`src/rtl/mips_run_controller_pkg.sv`:
```
// Shared state codes, halt-mode codes and helpers for the MIPS run controller.
package mips_run_controller_pkg;

    typedef enum logic [2:0] {
        ST_RST_HOLD = 3'd0,
        ST_RUN      = 3'd1,
        ST_SETTLE   = 3'd2,
        ST_DUMP     = 3'd3,
        ST_DONE     = 3'd4
    } run_state_t;

    localparam int HALT_END_PC    = 0;
    localparam int HALT_SELF_LOOP = 1;
    localparam int HALT_EITHER    = 2;

    function automatic logic [31:0] sat_inc(input logic [31:0] v);
        return (v == '1) ? v : v + 32'd1;
    endfunction

endpackage

```
`src/rtl/mips_halt_detector.sv`:
```
// Halt detection for the run controller: end-PC match and/or PC self-loop.
module mips_halt_detector
    import mips_run_controller_pkg::*;
#(
    parameter int              PC_W      = 32,
    parameter int              HALT_MODE = HALT_END_PC,
    parameter logic [PC_W-1:0] END_PC    = 'h9C
) (
    input  logic            clk,
    input  logic            reset,
    input  logic            run,
    input  logic [PC_W-1:0] pc,
    output logic            halt
);

    localparam bit USE_END  = (HALT_MODE != HALT_SELF_LOOP);
    localparam bit USE_LOOP = (HALT_MODE != HALT_END_PC);

    logic [PC_W-1:0] prev_pc;
    logic            armed;
    logic            end_hit;
    logic            loop_hit;

    // armed only after one RUN cycle so the post-reset PC of 0 cannot match itself
    always_ff @(posedge clk) begin
        if (reset) begin
            prev_pc <= '0;
            armed   <= 1'b0;
        end else if (run) begin
            prev_pc <= pc;
            armed   <= 1'b1;
        end
    end

    assign end_hit  = (pc == END_PC);
    assign loop_hit = armed && (pc == prev_pc);
    assign halt     = run && ((USE_END && end_hit) || (USE_LOOP && loop_hit));

endmodule

```
`src/rtl/mips_run_controller.sv`:
```
// Run/halt/dump sequencer for single_cycle_mips: holds the CPU in reset,
// runs it to a halt or timeout, then streams a data-memory window out.
module mips_run_controller
    import mips_run_controller_pkg::*;
#(
    parameter int              PC_W         = 32,
    parameter int              DATA_W       = 32,
    parameter int              DADDR_W      = 10,
    parameter int              RESET_CYCLES = 3,
    parameter int              HALT_MODE    = HALT_END_PC,
    parameter logic [PC_W-1:0] END_PC       = 'h9C,
    parameter int unsigned     MAX_CYCLES   = 100000,
    parameter int              DUMP_BASE    = 50,
    parameter int              DUMP_COUNT   = 21
) (
    input  logic               clk,
    input  logic               reset,
    input  logic [PC_W-1:0]    pc,
    output logic               cpu_reset,
    output logic               cpu_run_en,
    output logic [DADDR_W-1:0] dmem_addr,
    input  logic [DATA_W-1:0]  dmem_rdata,
    output logic [DATA_W-1:0]  dump_data,
    output logic [DADDR_W-1:0] dump_index,
    output logic               dump_valid,
    input  logic               dump_ready,
    output logic               done,
    output logic               timed_out,
    output logic [31:0]        run_cycles
);

    localparam logic [31:0] HOLD_LAST = 32'(RESET_CYCLES - 1);
    localparam logic [31:0] RUN_LAST  = 32'(MAX_CYCLES - 1);

    localparam logic [DADDR_W-1:0] BASE_ADDR =
        DADDR_W'(DUMP_BASE);
    localparam logic [DADDR_W-1:0] LAST_ADDR =
        DADDR_W'(DUMP_BASE + DUMP_COUNT - 1);

    if (DUMP_BASE < 0 || DUMP_COUNT < 0 ||
        DUMP_BASE + DUMP_COUNT > (1 << DADDR_W)) begin : g_bad_window
        $error("mips_run_controller: dump window outside data memory");
    end
    if (RESET_CYCLES < 1) begin : g_bad_reset
        $error("mips_run_controller: RESET_CYCLES must be >= 1");
    end
    if (MAX_CYCLES < 1) begin : g_bad_max
        $error("mips_run_controller: MAX_CYCLES must be >= 1");
    end
    if (HALT_MODE < HALT_END_PC || HALT_MODE > HALT_EITHER) begin : g_bad_mode
        $error("mips_run_controller: HALT_MODE must be 0, 1 or 2");
    end

    run_state_t  state;
    logic [31:0] rst_cnt;
    logic        in_run;
    logic        halt;

    assign in_run = (state == ST_RUN);

    mips_halt_detector #(
        .PC_W      (PC_W),
        .HALT_MODE (HALT_MODE),
        .END_PC    (END_PC)
    ) u_halt (
        .clk   (clk),
        .reset (reset),
        .run   (in_run),
        .pc    (pc),
        .halt  (halt)
    );

    always_ff @(posedge clk) begin
        if (reset) begin
            state      <= ST_RST_HOLD;
            rst_cnt    <= '0;
            cpu_reset  <= 1'b1;
            cpu_run_en <= 1'b0;
            dmem_addr  <= BASE_ADDR;
            dump_valid <= 1'b0;
            done       <= 1'b0;
            timed_out  <= 1'b0;
            run_cycles <= '0;
        end else begin
            unique case (state)
                ST_RST_HOLD: begin
                    if (rst_cnt == HOLD_LAST) begin
                        state      <= ST_RUN;
                        cpu_reset  <= 1'b0;
                        cpu_run_en <= 1'b1;
                    end else begin
                        rst_cnt <= rst_cnt + 32'd1;
                    end
                end
                ST_RUN: begin
                    run_cycles <= sat_inc(run_cycles);
                    // a PC halt seen on the budget's last cycle is not a timeout
                    if (halt || run_cycles == RUN_LAST) begin
                        state      <= ST_SETTLE;
                        cpu_run_en <= 1'b0;
                        timed_out  <= ~halt;
                    end
                end
                ST_SETTLE: begin
                    dmem_addr <= BASE_ADDR;
                    if (DUMP_COUNT == 0) begin
                        state <= ST_DONE;
                        done  <= 1'b1;
                    end else begin
                        state      <= ST_DUMP;
                        dump_valid <= 1'b1;
                    end
                end
                ST_DUMP: begin
                    if (dump_ready) begin
                        if (dmem_addr == LAST_ADDR) begin
                            state      <= ST_DONE;
                            dump_valid <= 1'b0;
                            done       <= 1'b1;
                        end else begin
                            dmem_addr <= dmem_addr + 1'b1;
                        end
                    end
                end
                ST_DONE: begin
                    done <= 1'b1;
                end
                default: begin
                    state <= ST_RST_HOLD;
                end
            endcase
        end
    end

    // address is frozen while a beat is pending, so the read data holds too
    assign dump_data  = dmem_rdata;
    assign dump_index = dmem_addr;

endmodule

```
`config.mk`:
```
export PLATFORM = sky130hd
export DESIGN_NAME = mips_run_controller
export DESIGN_NICKNAME = d
export VERILOG_FILES = /design/src/rtl/mips_run_controller_pkg.sv /design/src/rtl/mips_halt_detector.sv /design/src/rtl/mips_run_controller.sv
export SDC_FILE = /design/constraint.sdc
export NUM_CORES = 1
export LEC_CHECK = 0
export ABC_AREA = 1
export BUFFER_PORTS_ARGS = -buffer_cell sky130_fd_sc_hd__buf_4
export CAP_MARGIN = 20
export CELL_PAD_IN_SITES_DETAIL_PLACEMENT = 0
export CELL_PAD_IN_SITES_GLOBAL_PLACEMENT = 1
export CORE_UTILIZATION = 39
export DETAILED_ROUTE_END_ITERATION = 12
export HOLD_SLACK_MARGIN = 0.1
export PLACE_DENSITY = 0.84
export SETUP_SLACK_MARGIN = 0.4
export SLEW_MARGIN = 25
export SYNTH_ARGS = -nofsm -noshare
export SYNTH_HDL_FRONTEND = slang
export SYNTH_HIERARCHICAL = 1
export SYNTH_SLANG_ARGS = --single-unit
```
`constraint.sdc`:
```
create_clock -name clk -period 3.4 [get_ports clk]
set_clock_uncertainty 0.15 [all_clocks]
set_input_delay 0 -clock clk [delete_from_list [all_inputs] [get_ports clk]]
set_output_delay 0 -clock clk [all_outputs]
set_load 0.05 [all_outputs]
```
Word level (Yosys, flattened, before mapping)
Cells that the tools add are included.
{"block": "word_totals", "register_bits": 82, "input_bits": 67, "output_inout_bits": 89, "wordCells": 62}
{"block": "op_classes", "n_addsub": 3, "n_eq_ne": 14, "muxes": 17, "n_bitwise": 4, "n_reduce_logical": 15}
{"cell": "adder 32 x 1 -> 32 bit (second input constant)", "n": 2}
{"cell": "equality test 32 x 17 -> 1 bit (second input constant)", "n": 1}
{"cell": "equality test 32 x 2 -> 1 bit (second input constant)", "n": 1}
{"cell": "equality test 32 bit (second input constant)", "n": 1}
{"cell": "equality test 32 x 8 -> 1 bit (second input constant)", "n": 1}
{"cell": "two-way mux 10 bit", "n": 2}
{"cell": "one-hot mux 10 bit (2 select lines)", "n": 1}
{"cell": "one-hot mux 3 bit (5 select lines)", "n": 1}
{"cell": "two-way mux 3 bit", "n": 4}
{"cell": "AND reduction 3 bit", "n": 4}
{"cell": "adder 10 x 1 -> 10 bit (second input constant)", "n": 1}
{"cell": "equality test 10 x 7 -> 1 bit (second input constant)", "n": 1}
{"cell": "inequality test 2 bit (second input constant)", "n": 5}
{"cell": "AND reduction 2 bit", "n": 4}
{"cell": "equality test 3 x 2 -> 1 bit (second input constant)", "n": 2}
{"cell": "two-way mux 1 bit", "n": 6}
{"cell": "one-hot mux 1 bit (2 select lines)", "n": 3}
{"cell": "nonzero test 2 bit", "n": 3}
{"cell": "AND reduction 5 bit", "n": 1}
{"cell": "inverter 1 bit", "n": 4}
{"cell": "equality test 3 x 1 -> 1 bit (second input constant)", "n": 1}
{"cell": "equality test 3 bit (second input constant)", "n": 1}
{"cell": "zero test 3 bit", "n": 1}
{"cell": "logical AND 1 bit", "n": 1}
{"cell": "logical OR 1 bit", "n": 1}

Depth between registers and ports, before layout
{"block": "depth", "word_depth": 5, "ltp_mapped": 12}

By module
The synthesis kept the hierarchy.
{"mod": "mips_run_controller", "n_inst": 1, "cells_per_inst": 904, "area_each_um2": 5472.7, "seq_area_each_um2": 1641.6}
{"mod": "mips_halt_detector", "n_inst": 1, "cells_per_inst": 31, "area_each_um2": 127.6, "seq_area_each_um2": 0.0}

Least setup slack after synthesis
Ideal clock, no wire load.
{"block": "synth_timing", "kind": "reg2reg", "startpoint": "register run_cycles[1]", "endpoint": "register run_cycles[23]", "setup_ps": 132, "arrival_ps": 1882, "t_required_ps": 3118, "setup_slack_ps": 1235, "path_stages_with_launch": 10, "period_less_slack_ps": 2165, "cell_sequence": "dfxtp_1 ha_1 inv_1 nor2_2 nand2_4 nor3_4 a21oi_1 clkbuf_1 nand2_1 a21oi_1"}
{"block": "synth_via", "elab_chain_len": 3, "word_cells_on_any_way": 4}
{"element": "from (decl)", "line": "mips_run_controller.sv:29", "text": "output logic [31:0] run_cycles"}
{"element": "from (signal assigned)", "line": "mips_run_controller.sv:96", "text": "run_cycles <= sat_inc(run_cycles);"}
{"element": "branches (longest 3 deep; another with adder 32 x 1 -> 32 bit)"}
Parallel ways; which one is timed is not known.
A chain may end at the register's enable or synchronous reset.

Final worst setup path
{"block": "layout_timing", "startpoint": "register rst_cnt[0]", "endpoint": "register rst_cnt[8]"}
{"block": "layout_via", "elab_chain_len": 3, "word_cells_on_any_way": 4}
{"element": "from (decl)", "line": "mips_run_controller.sv:55", "text": "logic [31:0] rst_cnt;"}
{"element": "from (signal assigned)", "line": "mips_run_controller.sv:92", "text": "rst_cnt <= rst_cnt + 32'd1;"}
{"element": "branches (longest 3 deep; another with adder 32 x 1 -> 32 bit)"}
Parallel ways; which one is timed is not known.

==> impl_metrics.tcl <==
set metrics [dict create \
    status "completed" \
    critPathSlowestCell "o21ai_2" \
    grt_max_degree 54 \
    ir_drop_uv 335 \
    multi_input_area_um2 3200 \
    worst_setup_path_end_kind "register" \
    root_buffer "clkbuf_16" \
    slew_headroom 0.488 \
    path_delay_family "compound AO/OA/AOI/OAI gates" \
    required_ns 3.49 \
    synth_xor_area_frac 0.0344 \
    regArea_um2 1640 \
    yosys.area_share.simple 0.440 \
    hold_viol_final 0 \
    worstHoldPathType "input port to register" \
    rows 43 \
    clock.fmax_mhz 427 \
    clk_pin_slew_worst_paths_ns 0.06 \
    portBuffers 91 \
    h-tree-depth 3 \
    async_reset_ff_frac 0 \
    fin_tns_setup_ns 0 \
    die_x_um 122 \
    fin_cells 1198 \
    crit_type "register to register" \
    cts_sinks 82 \
    p_per_area_nw_per_um2 447 \
    grt_overflow_total 0 \
    tightest_slew_ns 0.767 \
    synth_top_family_by_area "simple AND/OR/NAND/NOR gates" \
    cpPeakStageDelay_ns 0.60 \
    wl_mm 15.1 \
    nFillCells 1517 \
    antenna_found_initial 0 \
    placedCellCount 1146 \
    viasPerCell 4.74 \
    grt_pass1_wl_mm 25.5 \
    layout-drive-gt1-share 0.130 \
    die_h_um 122 \
    r2r_start "rst_cnt[0]" \
    hold_start "pc[25]" \
    worstHoldEndpoint "timed_out" \
    area_growth_pct 20.2 \
    syn_area_um2 5600 \
    fin_crit_sh 0.688 \
    fin_nets 1085 \
    p_leak_nw 2.74 \
    initial_core_util 0.402 \
    ant_nets 0 \
    fin_total_pwr_mw 3.01 \
    clk_latency_ns 0.35 \
    cp_num_buf_inv 2 \
    ys_ff_latch 82 \
    min_delay_path_depth 8 \
    core-area_um2 13900 \
    layout_commonest_cell "nand2_1" \
    gp_congestion 0.891 \
    rr_worst_depth 10 \
    ys_seq_area_frac 0.293 \
    drt_pass1_iterations 4 \
    syn_area_per_cell_um2 5.99 \
    antenna_cells 0 \
    post_synth_fa_ha_maj_area_fraction 0.0112 \
    drc 0 \
    ys_warn_count 6 \
    cts_tree "done" \
    wire_per_inst_um 12.6 \
    setup_viol 0 \
    synth_compound_area_frac 0.0860 \
    mostFrequentLayoutCells "320 x nand2_1, 147 x nor2_1, 93 x buf_4" \
    netlist_instances 935 \
    r2r_end "rst_cnt[8]" \
    cp.arrival_ns 2.43 \
    cp_max_fo 17 \
    synth_fp_nets 1007 \
    slew_violations 0 \
    ios 156 \
    place_area_um2 6100 \
    grt_usage 0.216 \
    startpoint_type "register" \
    postCtsResizedCells 0 \
    design_area_um2 6730 \
    synth.area.mux_share 0 \
    first_global_vias 5301 \
    clock_path_buffers 2 \
    final_util 0.483 \
    ys_types 36 \
    dr_total_vias 5674 \
    fin_crit_ns 2.34 \
    ys.flop_type "dfxtp_1" \
    synth_edf_count 0 \
    dpl.hpwl_mm 11.4 \
    crit_chain "inv_1 > ha_1 > nand3_1 > nor2_1 > nand2_1 > o21ai_2 > buf_4 > o21ai_0 > nand2_1 > nor2_1" \
    max_cap_violations 0 \
    rrSetupSlack_ns 1.06 \
    cts_made_buffers 9 \
    rsz0062_at_grt "false" \
    first_iter_violations 313 \
    die_area_um2 14800 \
]
## metrics by stage
step	setup WS, ns	hold slack [ns]
floorplan	1.24	0.0171
global placement	1.13	-0.150
detailed placement	1.06	-0.150
CTS	1.05	0.101
global route	0.851	0.176
finish	1.06	0.0921
## power breakdown
part           switching (mW)  leakage (nW)  total [mW]  internal (mW)
Sequential             0.0580         0.662        1.07           1.02
Combinational           0.757          1.94        1.02          0.260
Clock                   0.404         0.137       0.919          0.515
## tightest hold or removal path, cell delays in order
cell     delay, ns
buf_4         0.07
nor2_1        0.03
nand2_1       0.04
nor2_1        0.03
nand2_1       0.04
nor2_1        0.07
a21oi_1       0.15
o21a_1        0.12
## flip-flops by register name, indices dropped and copies added (netlist names)
name and count:
rst_cnt 32, run_cycles 32, dmem_addr 10, state 3
cpu_reset 1, cpu_run_en 1, done 1, dump_valid 1
timed_out 1
## kinds of logic after synthesis
kind of cell / after synthesis
AND/OR/NAND/NOR: 582
buffers and inverters: 151
AO/OA/AOI/OAI: 93
flip-flops: 82
XOR/XNOR: 22
adder cells (fa/ha/maj): 5
## worst max path at each step
stage	from	endpoint	cells after the start
after CTS	rst_cnt[0]	rst_cnt[8]	10
after global placement	rst_cnt[0]	rst_cnt[8]	10
final	rst_cnt[0]	rst_cnt[8]	10
after global routing	rst_cnt[0]	rst_cnt[16]	11
after floorplan	run_cycles[1]	run_cycles[23]	9
after detailed placement	rst_cnt[0]	rst_cnt[8]	10
## cells in the mapped netlist (2+ instances only)
cell      instances  area (um^2)
nand2_1         320         1200
nor2_1          147          552
inv_1            88          330
dfxtp_1          82         1640
a21oi_1          63          315
buf_4            43          323
nand3_1          32          160
nor3_1           31          155
xor2_1           21          184
o21ai_0          19         95.1
nand4_1          14         87.6
nand3b_1          9         67.6
clkbuf_1          8         30.0
nor2_2            8         50.1
buf_2             7         35.0
ha_1              5         62.6
o21ai_1           5         25.0
nand2_2           4         25.0
buf_6             3         33.8
nor3_2            3         30.0
nor4_1            3         18.8
and3_1            2         12.5
nand2_4           2         22.5
nor2_4            2         22.5
nor3_4            2         32.5
o211ai_1          2         15.0
## what timing repair did
item                                    4_1_cts  5_1_grt
endpoints found under the setup margin        0        0
hold buffers                                 36        0
hold endpoints to repair                     84        0
setup buffers                                 0        0
## layout make-up
type                    instances  area share
clock inverters                 4     0.00409
inverters                      89      0.0496
multi-input cells             702       0.475
clock buffers                  12      0.0366
flip-flops and latches         82       0.244
well taps                     180      0.0335
repair buffers                129       0.157
## layer usage
layer | GRT usage | vias to the layer above | share of wire
met1 | 0.278 | 2474 | 0.47
li1 | - | 3056 | -
met3 | 0.0473 | 17 | 0.040
met5 | 0 | - | 0
met2 | 0.362 | 127 | 0.47
met4 | 0.0610 | 0 | 0.014
Note: power is estimated with default switching activity, not from simulation.
